$ cat src/rtl/ldpc_vnu_serial.sv
// Serial min-sum LDPC variable node: accumulates LLR + sum(R), then streams
// saturated extrinsic messages Q_i = total - R_i and the hard decision.
module ldpc_vnu_serial #(
  parameter int W      = 32,
  parameter int DEGREE = 3,
  parameter int AW     = W + 4
) (
  input  logic                        clk,
  input  logic                        rst_n,
  input  logic                        start,
  input  logic signed [W-1:0]         llr_in,
  input  logic                        r_valid,
  input  logic signed [W-1:0]         r_in,
  output logic                        r_ready,
  output logic                        q_valid,
  output logic signed [W-1:0]         q_out,
  output logic [$clog2(DEGREE)-1:0]   q_idx,
  input  logic                        q_ready,
  output logic signed [W-1:0]         total_llr,
  output logic                        hard_dec,
  output logic                        busy,
  output logic                        done
);

  localparam int IW = $clog2(DEGREE);
  localparam logic [IW-1:0] IDX_ZERO = {IW{1'b0}};
  localparam logic [IW-1:0] IDX_ONE  = IW'(1);
  localparam logic [IW-1:0] IDX_LAST = IW'(DEGREE - 1);
  localparam logic signed [AW-1:0] SAT_MAX = {{(AW-W+1){1'b0}}, {(W-1){1'b1}}};
  localparam logic signed [AW-1:0] SAT_MIN = {{(AW-W+1){1'b1}}, {(W-1){1'b0}}};

  typedef enum logic [1:0] {IDLE = 2'd0, ACCUM = 2'd1, EMIT = 2'd2, FIN = 2'd3} state_e;

  function automatic logic signed [AW-1:0] sext(input logic signed [W-1:0] x);
    return {{(AW-W){x[W-1]}}, x};
  endfunction

  // Clamp an accumulator-width value into the W-bit message range.
  function automatic logic signed [W-1:0] sat(input logic signed [AW-1:0] x);
    logic signed [W-1:0] y;
    if (x > SAT_MAX) begin
      y = SAT_MAX[W-1:0];
    end else if (x < SAT_MIN) begin
      y = SAT_MIN[W-1:0];
    end else begin
      y = x[W-1:0];
    end
    return y;
  endfunction

  state_e                state_q, state_d;
  logic signed [AW-1:0]  acc_q, acc_d;
  logic [IW-1:0]         idx_q, idx_d;
  logic signed [W-1:0]   rbuf_q [DEGREE];
  logic signed [W-1:0]   rbuf_d [DEGREE];
  logic signed [W-1:0]   total_q, total_d;
  logic                  hard_q, hard_d;
  logic signed [AW-1:0]  sum_s;
  logic signed [AW-1:0]  diff_s;
  logic                  idx_last_s;

  assign sum_s      = acc_q + sext(r_in);
  assign diff_s     = acc_q - sext(rbuf_q[idx_q]);
  assign idx_last_s = (idx_q == IDX_LAST);

  always_comb begin
    state_d = state_q;
    acc_d   = acc_q;
    idx_d   = idx_q;
    rbuf_d  = rbuf_q;
    total_d = total_q;
    hard_d  = hard_q;
    case (state_q)
      IDLE: begin
        if (start) begin
          acc_d   = sext(llr_in);
          idx_d   = IDX_ZERO;
          state_d = ACCUM;
        end else begin
          state_d = IDLE;
        end
      end
      ACCUM: begin
        if (r_valid) begin
          rbuf_d[idx_q] = r_in;
          acc_d         = sum_s;
          // hard decision takes the unsaturated sign so overflowed totals stay correct
          if (idx_last_s) begin
            state_d = EMIT;
            idx_d   = IDX_ZERO;
            total_d = sat(sum_s);
            hard_d  = sum_s[AW-1];
          end else begin
            idx_d = idx_q + IDX_ONE;
          end
        end else begin
          state_d = ACCUM;
        end
      end
      EMIT: begin
        if (q_ready) begin
          if (idx_last_s) begin
            state_d = FIN;
            idx_d   = IDX_ZERO;
          end else begin
            idx_d = idx_q + IDX_ONE;
          end
        end else begin
          state_d = EMIT;
        end
      end
      FIN: begin
        state_d = IDLE;
      end
      default: begin
        state_d = IDLE;
      end
    endcase
  end

  always_ff @(posedge clk or negedge rst_n) begin
    if (!rst_n) begin
      state_q <= IDLE;
      acc_q   <= {AW{1'b0}};
      idx_q   <= IDX_ZERO;
      total_q <= {W{1'b0}};
      hard_q  <= 1'b0;
      for (int i = 0; i < DEGREE; i++) begin
        rbuf_q[i] <= {W{1'b0}};
      end
    end else begin
      state_q <= state_d;
      acc_q   <= acc_d;
      idx_q   <= idx_d;
      total_q <= total_d;
      hard_q  <= hard_d;
      rbuf_q  <= rbuf_d;
    end
  end

  always_comb begin
    r_ready   = (state_q == ACCUM);
    q_valid   = (state_q == EMIT);
    busy      = (state_q != IDLE);
    done      = (state_q == FIN);
    total_llr = total_q;
    hard_dec  = hard_q;
    if (state_q == EMIT) begin
      q_out = sat(diff_s);
      q_idx = idx_q;
    end else begin
      q_out = {W{1'b0}};
      q_idx = IDX_ZERO;
    end
  end

endmodule

$ cat config.mk
export PLATFORM = sky130hd
export DESIGN_NAME = ldpc_vnu_serial
export DESIGN_NICKNAME = d
export VERILOG_FILES = /design/src/rtl/ldpc_vnu_serial.sv
export SDC_FILE = /design/constraint.sdc
export NUM_CORES = 1
export LEC_CHECK = 0
export CAP_MARGIN = 20
export CORE_MARGIN = 5
export CORE_UTILIZATION = 45
export CTS_CLUSTER_DIAMETER = 120
export DETAILED_ROUTE_END_ITERATION = 16
export PLACE_DENSITY_LB_ADDON = 0.05
export REMOVE_ABC_BUFFERS = 1
export SYNTH_ARGS = -nofsm -noshare
export SYNTH_HDL_FRONTEND = slang
export SYNTH_SLANG_ARGS = --single-unit
$ cat constraint.sdc
create_clock -name clk -period 7.25 [get_ports clk]
set_clock_uncertainty 0.05 [all_clocks]
set_input_delay 1.45 -clock clk [delete_from_list [all_inputs] [get_ports clk]]
set_output_delay 1.45 -clock clk [all_outputs]
set_load 0.02 [all_outputs]
==> results.txt, run 1 <==
For this run the aggregate overflow at the end of global routing stands at 0. Buffers inserted to repair hold after CTS numbered 0. The worst slew margin relative to its limit is 42.0%.

After the last flow step, the layout net total stands at 1500. Cells with a size suffix above 1 make up 11.5% of the layout. The number of antenna violations at the first check in global routing came out at 0.

The synthesized area per cell is 9.21 um^2. The combined global-route utilization of all metal layers came out at 25.2%. The number of port buffers is 139. STA classifies the critical path startpoint as a register. Across the run, the number of max-cap violations was 0. The number of global-route vias before repair is 9798.

The delay contributed by the slowest stage of the critical path is 650 ps. The number of antenna repair diodes is 0. The initial cell density of the core came out at 45.6%. The maximum clock frequency came out at 0.142 GHz. Setup repair after global routing left no endpoint under its margin. STA classifies the critical path endpoint as an output pin.

Synthesis produced 1246 cells. The share of the clock period used by the worst path came out at 97.0%. The placeable core region came out at 25200 um^2.

The number of DRC violations after detailed routing is 0. The number of warning messages in the yosys log came out at 0. The shortest period the worst path allows came out at 7030 ps. The height of the die came out at 170 um. Dividing the detail-routed wire length by the instance count gives 21.6 um. The total setup violations reported at the end of the flow came out at 0. The worst hold-check path type is register to register. The TritonCTS clock tree is yes. The clock insertion delay at the later pin of the skew report came out at 440 ps. The data arrival time of the critical path came out at 5530 ps. The main flop type after synthesis is sky130_fd_sc_hd__dfrtp_1. The H-tree depth reported by CTS came out at 4. The total die area is 28800 um^2.

The number of buffers created by CTS is 17. The clock-pin slew reported for the worst setup and hold paths after clock tree synthesis is 80 ps. The global placer's final weighted congestion is 0.919. The floorplan has 58 rows. The via total after detailed routing is 10100. Synthesis inferred 169 register bits. 140 I/O pins were placed. The synthesized design contains 0 enable-type register cells.

Walking the worst path, the cells encountered are nor2b_2, buf_4, a21oi_1, ha_1, a21oi_1, o21ai_1, o41ai_1, o211a_2, o311ai_1, o21a_1, o41a_1, a21oi_2, o41ai_4, buf_6, o21ai_1, clkdlybuf4s50_1. Relative to the synthesized area, the layout overhead comes to 20.8%. The setup path with the least slack is of type register to output pin. In this run the horizontal extent of the chip is 170 um. For this block, the initial DRC count from the detailed router was 772. Among cell families on the critical path, the largest total delay comes from compound AO/OA/AOI/OAI gates. The slack of the critical path is 221 ps. The count of cell types in the netlist came out at 78. The maximum number of pins on one net before global-route repair is 73. In this run the deepest clock path goes through 2 buffers. Summing every instance area after synthesis gives 11500 um^2. The number of nets still failing antenna checks after routing came out at 0.

In this run the register-to-register setup slack is 2780 ps. The total length of routed wires is 36600 um. The buffer type at the clock tree root is sky130_fd_sc_hd__clkbuf_16. The total clock sinks is 169. The worst setup timing slack at the placement stage is 399 ps. The post-detailed-route via-to-cell ratio came out at 5.93. The flow ran to the end, and the final reports show no timing, DRC or antenna violations.

The number of detailed-route iterations in the first pass is 6. The async set-reset flop share out of synthesis is 100%. The buffer and inverter count on the worst path came out at 3. The final sum of negative setup slack came out at 0 ps.

The estimated wirelength of the detail-placed design is 26000 um. The worst-margin pin slew came out at 869 ps. The final-report hold violation count is 0. Of the synthesized area, sequential elements account for 36.8%. Data on the critical path is required at its endpoint by 5750 ps.

The first-pass GRT wire length is 56900 um. The slowest stage of the critical path is the sky130_fd_sc_hd__clkdlybuf4s50_1 cell. Of all nets on the critical path, the largest fanout is 26. The number of max-slew violations in the final report is 0.
sequential cells by signal, summed over array words and instances (netlist names), named ones only:
register   flops
rbuf_q        96
total_llr     32
idx_q          2
state_q        1
acc_q         36
hard_dec       1
final timing paths:
kind,startpoint,endpoint,cells past startpoint
setup / recovery,idx_q[0],q_out[0],16
max in group asynchronous,rst_n,idx_q[0],2
setup reg to reg,acc_q[0],total_llr[16],13
min in group asynchronous,rst_n,acc_q[11],1
hold reg to reg,rbuf_q[26],rbuf_q[26],2
hold / removal,rbuf_q[26],rbuf_q[26],2
final cells by class:
cell class | count | area, um^2
Timing Repair Buffer | 160 | 1580
Multi-Input combinational cell | 982 | 6920
Clock inverter | 15 | 208
Clock buffer | 17 | 425
Sequential cell | 169 | 4230
Tap cell | 330 | 413
Fill cell | 2295 | 11300
Inverter | 25 | 93.8
repair_timing:
action | in CTS | in global routing
pin swaps | 1 | 2
endpoints found under the setup margin | 7 | 26
cloned | 1 | 0
setup buffers | 0 | 2
resized for setup | 4 | 4
worst register-to-register path: cells and delay by family, from the launching register on:
family | cells | cell delay, ps
DFF | 1 | 410
buffers and inverters | 1 | 400
AOI/OAI and AO/OA | 8 | 2070
and+or+nand+nor | 2 | 820
adders and majority gates | 2 | 670
layout by cell type, fill, tap and decap left out, types with 16 or more instances in the layout:
cell type / count
sky130_fd_sc_hd__mux2_2: 66
sky130_fd_sc_hd__nor3_1: 16
sky130_fd_sc_hd__mux2i_1: 65
sky130_fd_sc_hd__buf_4: 18
sky130_fd_sc_hd__nor2_1: 71
sky130_fd_sc_hd__ha_1: 73
sky130_fd_sc_hd__a21o_1: 27
sky130_fd_sc_hd__inv_1: 25
sky130_fd_sc_hd__dfrtp_1: 168
sky130_fd_sc_hd__xnor2_1: 33
sky130_fd_sc_hd__clkdlybuf4s50_1: 138
sky130_fd_sc_hd__a21oi_1: 102
sky130_fd_sc_hd__a221o_1: 32
sky130_fd_sc_hd__o21ai_0: 79
sky130_fd_sc_hd__xor2_1: 29
sky130_fd_sc_hd__clkbuf_16: 17
sky130_fd_sc_hd__nand2_1: 187
sky130_fd_sc_hd__o21ai_1: 34
logic make-up (layout without fill, tap and decap cells):
family          count (synthesis)  in the layout  synth area share, %
compound gates                359            360                 20.4
xor+xnor                       64             64                 4.88
fa+ha+maj                      76             76                 8.41
buf+inv                        96            217                 3.84
flops                         169            169                 36.8
mux                           131            131                 12.1
simple gates                  351            351                 13.4
stage by stage:
step	utilization (%)	hold WS, ps	cells	cell area [um^2]
2_1_floorplan	-	396	1175	11100
3_3_place_gp	52.2	408	1663	13200
3_5_place_dp	52.2	414	1663	13200
4_1_cts	54.9	431	1696	13800
5_1_grt	55.1	448	1698	13900
6_report	55.1	430	1698	13900
synth_stat cells, drive strengths merged, types with 10 or more instances:
| cell | n | area (um^2) |
|---|---|---|
| a211oi | 11 | 108 |
| a21o | 29 | 220 |
| a21oi | 105 | 541 |
| a221o | 32 | 320 |
| a31oi | 10 | 62.6 |
| buf | 27 | 161 |
| clkbuf | 44 | 185 |
| dfrtp | 169 | 4230 |
| ha | 74 | 926 |
| inv | 25 | 93.8 |
| mux2 | 66 | 743 |
| mux2i | 65 | 651 |
| nand2 | 187 | 702 |
| nand3 | 13 | 65.1 |
| nand4 | 13 | 81.3 |
| nor2 | 73 | 277 |
| nor3 | 17 | 85.1 |
| o21ai | 117 | 597 |
| xnor2 | 34 | 298 |
| xor2 | 30 | 263 |
layer usage:
metal | global-route usage, % | up-vias | share of wire (%)
met2 | 40.1 | 318 | 46
met5 | 0 | - | 0
met1 | 35.8 | 4950 | 47
met4 | 7.49 | 0 | 2.4
met3 | 3.61 | 63 | 4.8
li1 | - | 4731 | -
Power of run 1 is left out: the tool's default activity adds up to more than one toggle a clock period on the data nets, which glitch-free logic cannot reach.
==> inputs of run 2 (changes only) <==
- ABC_CLOCK_PERIOD_IN_PS: unset -> 7250
==> results of run 2 <==
Final layout, timing and power as in run 1 (identical DEF).
Power of run 2 is left out for the same reason.
==> inputs of run 3 (changes only) <==
- CAP_MARGIN: 20 -> 40
- CELL_PAD_IN_SITES_DETAIL_PLACEMENT: unset -> 1
- CELL_PAD_IN_SITES_GLOBAL_PLACEMENT: unset -> 2
- CORE_UTILIZATION: 45 -> 38
==> results.txt, run 3 (synthesis results as in run 1) <==
The worst-margin pin slew came out at 760 ps (-110 ps). The number of DRC violations after detailed routing is 0 (unchanged). The combined global-route utilization of all metal layers came out at 23.2% (-2.1 points). The largest fanout of any net on the critical path came to 27 (+3.8%). The average wire length per cell after detail routing came out at 22.1 um (+2.4%). The number of port buffers is 139 (unchanged). The count of nets after finishing is 1501 (+0.067%).

The cell area after layout was 13900 um^2 (about the same). The number of placed I/O pins is 140 (unchanged). The shortest period the worst path allows came to 6850 ps (-183 ps).

The worst reg-to-reg path cell count is 13 (unchanged). The count of standard-cell rows is 63 (+8.6%). The fraction of layout instances using a drive strength above 1 is 11.5% (about the same). The number of antenna repair diodes came out at 0 (unchanged).

The number of max-cap violations is 0 (unchanged). The setup path with the least slack is of type register to output pin. The post-detailed-route via-to-cell ratio came out at 5.67 (-4.3%).

The footprint of the flip-flops and latches came out at 4230 um^2 (about the same). The flip-flop count of the largest register, all copies and words added is 96 (unchanged). The number of cells on the worst hold path is 2 (unchanged). The total setup violations reported at the end of the flow came out at 0 (unchanged). rbuf_q holds more flip-flops than any other register. The placeable core region came out at 29700 um^2 (+18%). The run finished with clean final reports. The count of routing violations after the opening detailed-route iteration came to 586 (-24%).

The number of buffers between clock root and the deepest sink came out at 2 (unchanged). The total grt overflow came out at 0 (unchanged). STA classifies the critical path endpoint as an output pin. The total length of routed wires is 38800 um (+6.1%). The final-report hold violation count was 0 (unchanged). The number of global-route vias before repair is 10500 (+6.9%). The via total after detailed routing came out at 9979 (-0.82%). The worst hold path belongs to the class register to register. The maximum clock frequency is 0.146 GHz (+2.7%). The post-detailed-placement cell area came out at 13300 um^2 (+0.80%). The area overhead of the layout relative to synthesis came out at 20.7% (about the same). Setup repair after global routing left no endpoint under its margin. The number of max-slew violations in the final report is 0 (unchanged).

The width of the die is 184 um (+8.3%). The clock insertion delay at the later pin of the skew report is 440 ps (about the same). The first-pass GRT wire length was 61000 um (+7.2%).

The data required time of the critical path came out at 5750 ps (about the same). The tree is rooted in a sky130_fd_sc_hd__clkbuf_16. The library cell used most frequently in the layout, excluding fill and tap cells, is sky130_fd_sc_hd__nand2_1. The global placer's final weighted congestion was 0.856 (-6.8%). The worst slew margin relative to its limit is 48.7% (+6.7 points). The number of buffers created by CTS came out at 17 (unchanged). The number of detailed-route iterations in the first pass is 4 (-2). The clock-pin slew reported for the worst setup and hold paths after clock tree synthesis came out at 70 ps (about the same). The library cells used most frequently in the layout, excluding fill and tap cells, are sky130_fd_sc_hd__nand2_1, sky130_fd_sc_hd__dfrtp_1, sky130_fd_sc_hd__clkdlybuf4s50_1. The maximum number of pins on one net before global-route repair came to 73 (unchanged). The layout filler cell count is 3375 (+47%). TritonCTS built the clock tree. The number of nets still failing antenna checks after routing is 0 (unchanged). The worst setup path is launched from a register. The data arrival time of the critical path is 5350 ps (-180 ps). The initial cell density of the core came out at 38.6% (-7.0 points). The number of antenna violations at the first check in global routing is 1 (+1). The number of hold buffers added after CTS is 0 (unchanged).

The height of the die was 184 um (+8.3%). The share of the clock period used by the worst path is 94.4% (-2.5 points). The area of the multi-input gates came out at 6880 um^2 (-0.52%). The total die area is 33800 um^2 (+17%). The estimated wirelength of the detail-placed design was 29100 um (+12%). The H-tree depth reported by CTS came out at 4 (unchanged). The total clock sinks came to 169 (unchanged).
[run 3: cell count changes in the layout (fill, tap and decap cells not counted), sizes merged]
cell and delta:
clkinv -3, buf +2, clkinvlp +2, a31oi -1, bufinv -1, clkbuf +1
inv +1
[run 3: final cells by class]
type / instances / area share [%]
Tap cell: 390 / 3.52
Sequential cell: 169 / 30.5
Clock buffer: 18 / 3.17
Inverter: 25 / 0.677
Multi-Input combinational cell: 981 / 49.7
Timing Repair Buffer: 162 / 11.5
Clock inverter: 14 / 0.993
[run 3: through the flow]
stage / setup TNS, ps / instances / setup WS, ps / util [%] / hold slack, ps
finish: 0 / 1759 / 404 / 46.6 / 427
CTS: 0 / 1758 / 123 / 46.5 / 431
detailed placement: 0 / 1726 / 661 / 44.6 / 413
floorplan: -10520 / 1175 / -345 / - / 396
global placement: 0 / 1724 / 805 / 44.5 / 408
global route: 0 / 1759 / 5.65 / 46.6 / 459
[run 3: critical path, stage by stage (launching register included)]
cell,delay [ps]
sky130_fd_sc_hd__dfrtp_2,560
sky130_fd_sc_hd__buf_4,320
sky130_fd_sc_hd__mux2i_1,230
sky130_fd_sc_hd__nor2_1,60
sky130_fd_sc_hd__a21oi_1,130
sky130_fd_sc_hd__ha_1,300
sky130_fd_sc_hd__a21oi_1,180
sky130_fd_sc_hd__o21ai_1,100
sky130_fd_sc_hd__o41ai_1,320
sky130_fd_sc_hd__o211a_2,340
sky130_fd_sc_hd__o311ai_1,130
sky130_fd_sc_hd__o21a_1,210
sky130_fd_sc_hd__o41a_1,450
sky130_fd_sc_hd__a21oi_2,210
sky130_fd_sc_hd__buf_4,160
sky130_fd_sc_hd__o41ai_4,90
sky130_fd_sc_hd__buf_4,260
sky130_fd_sc_hd__o21ai_1,170
sky130_fd_sc_hd__clkdlybuf4s50_1,640
[run 3: path summary, 6_finish.rpt]
kind | startpoint | to | slack [ps]
worst min register to register | rbuf_q[13] | rbuf_q[13] | 430
worst min-delay path | rbuf_q[13] | rbuf_q[13] | 430
worst max register to register | acc_q[0] | total_llr[30] | 2870
max in group asynchronous | rst_n | idx_q[0] | 5120
min in group asynchronous | rst_n | acc_q[3] | 970
worst max-delay path | idx_q[0] | q_out[0] | 400
[run 3: routing by layer]
metal  wire [um]  track usage [%]  vias to the layer above
li1            -                -                     4733
met1       20100             35.4                     5025
met2       16600             34.7                      187
met3        1630             3.76                       32
met4         512             4.64                        2
met5          13                0                        -
[run 3: timing repair]
action / 4_1_cts / 5_1_grt
endpoints found under the setup margin: 0 / 24
gates resized for setup: 0 / 4
setup buffers: 0 / 1
Power of run 3 is left out for the same reason.
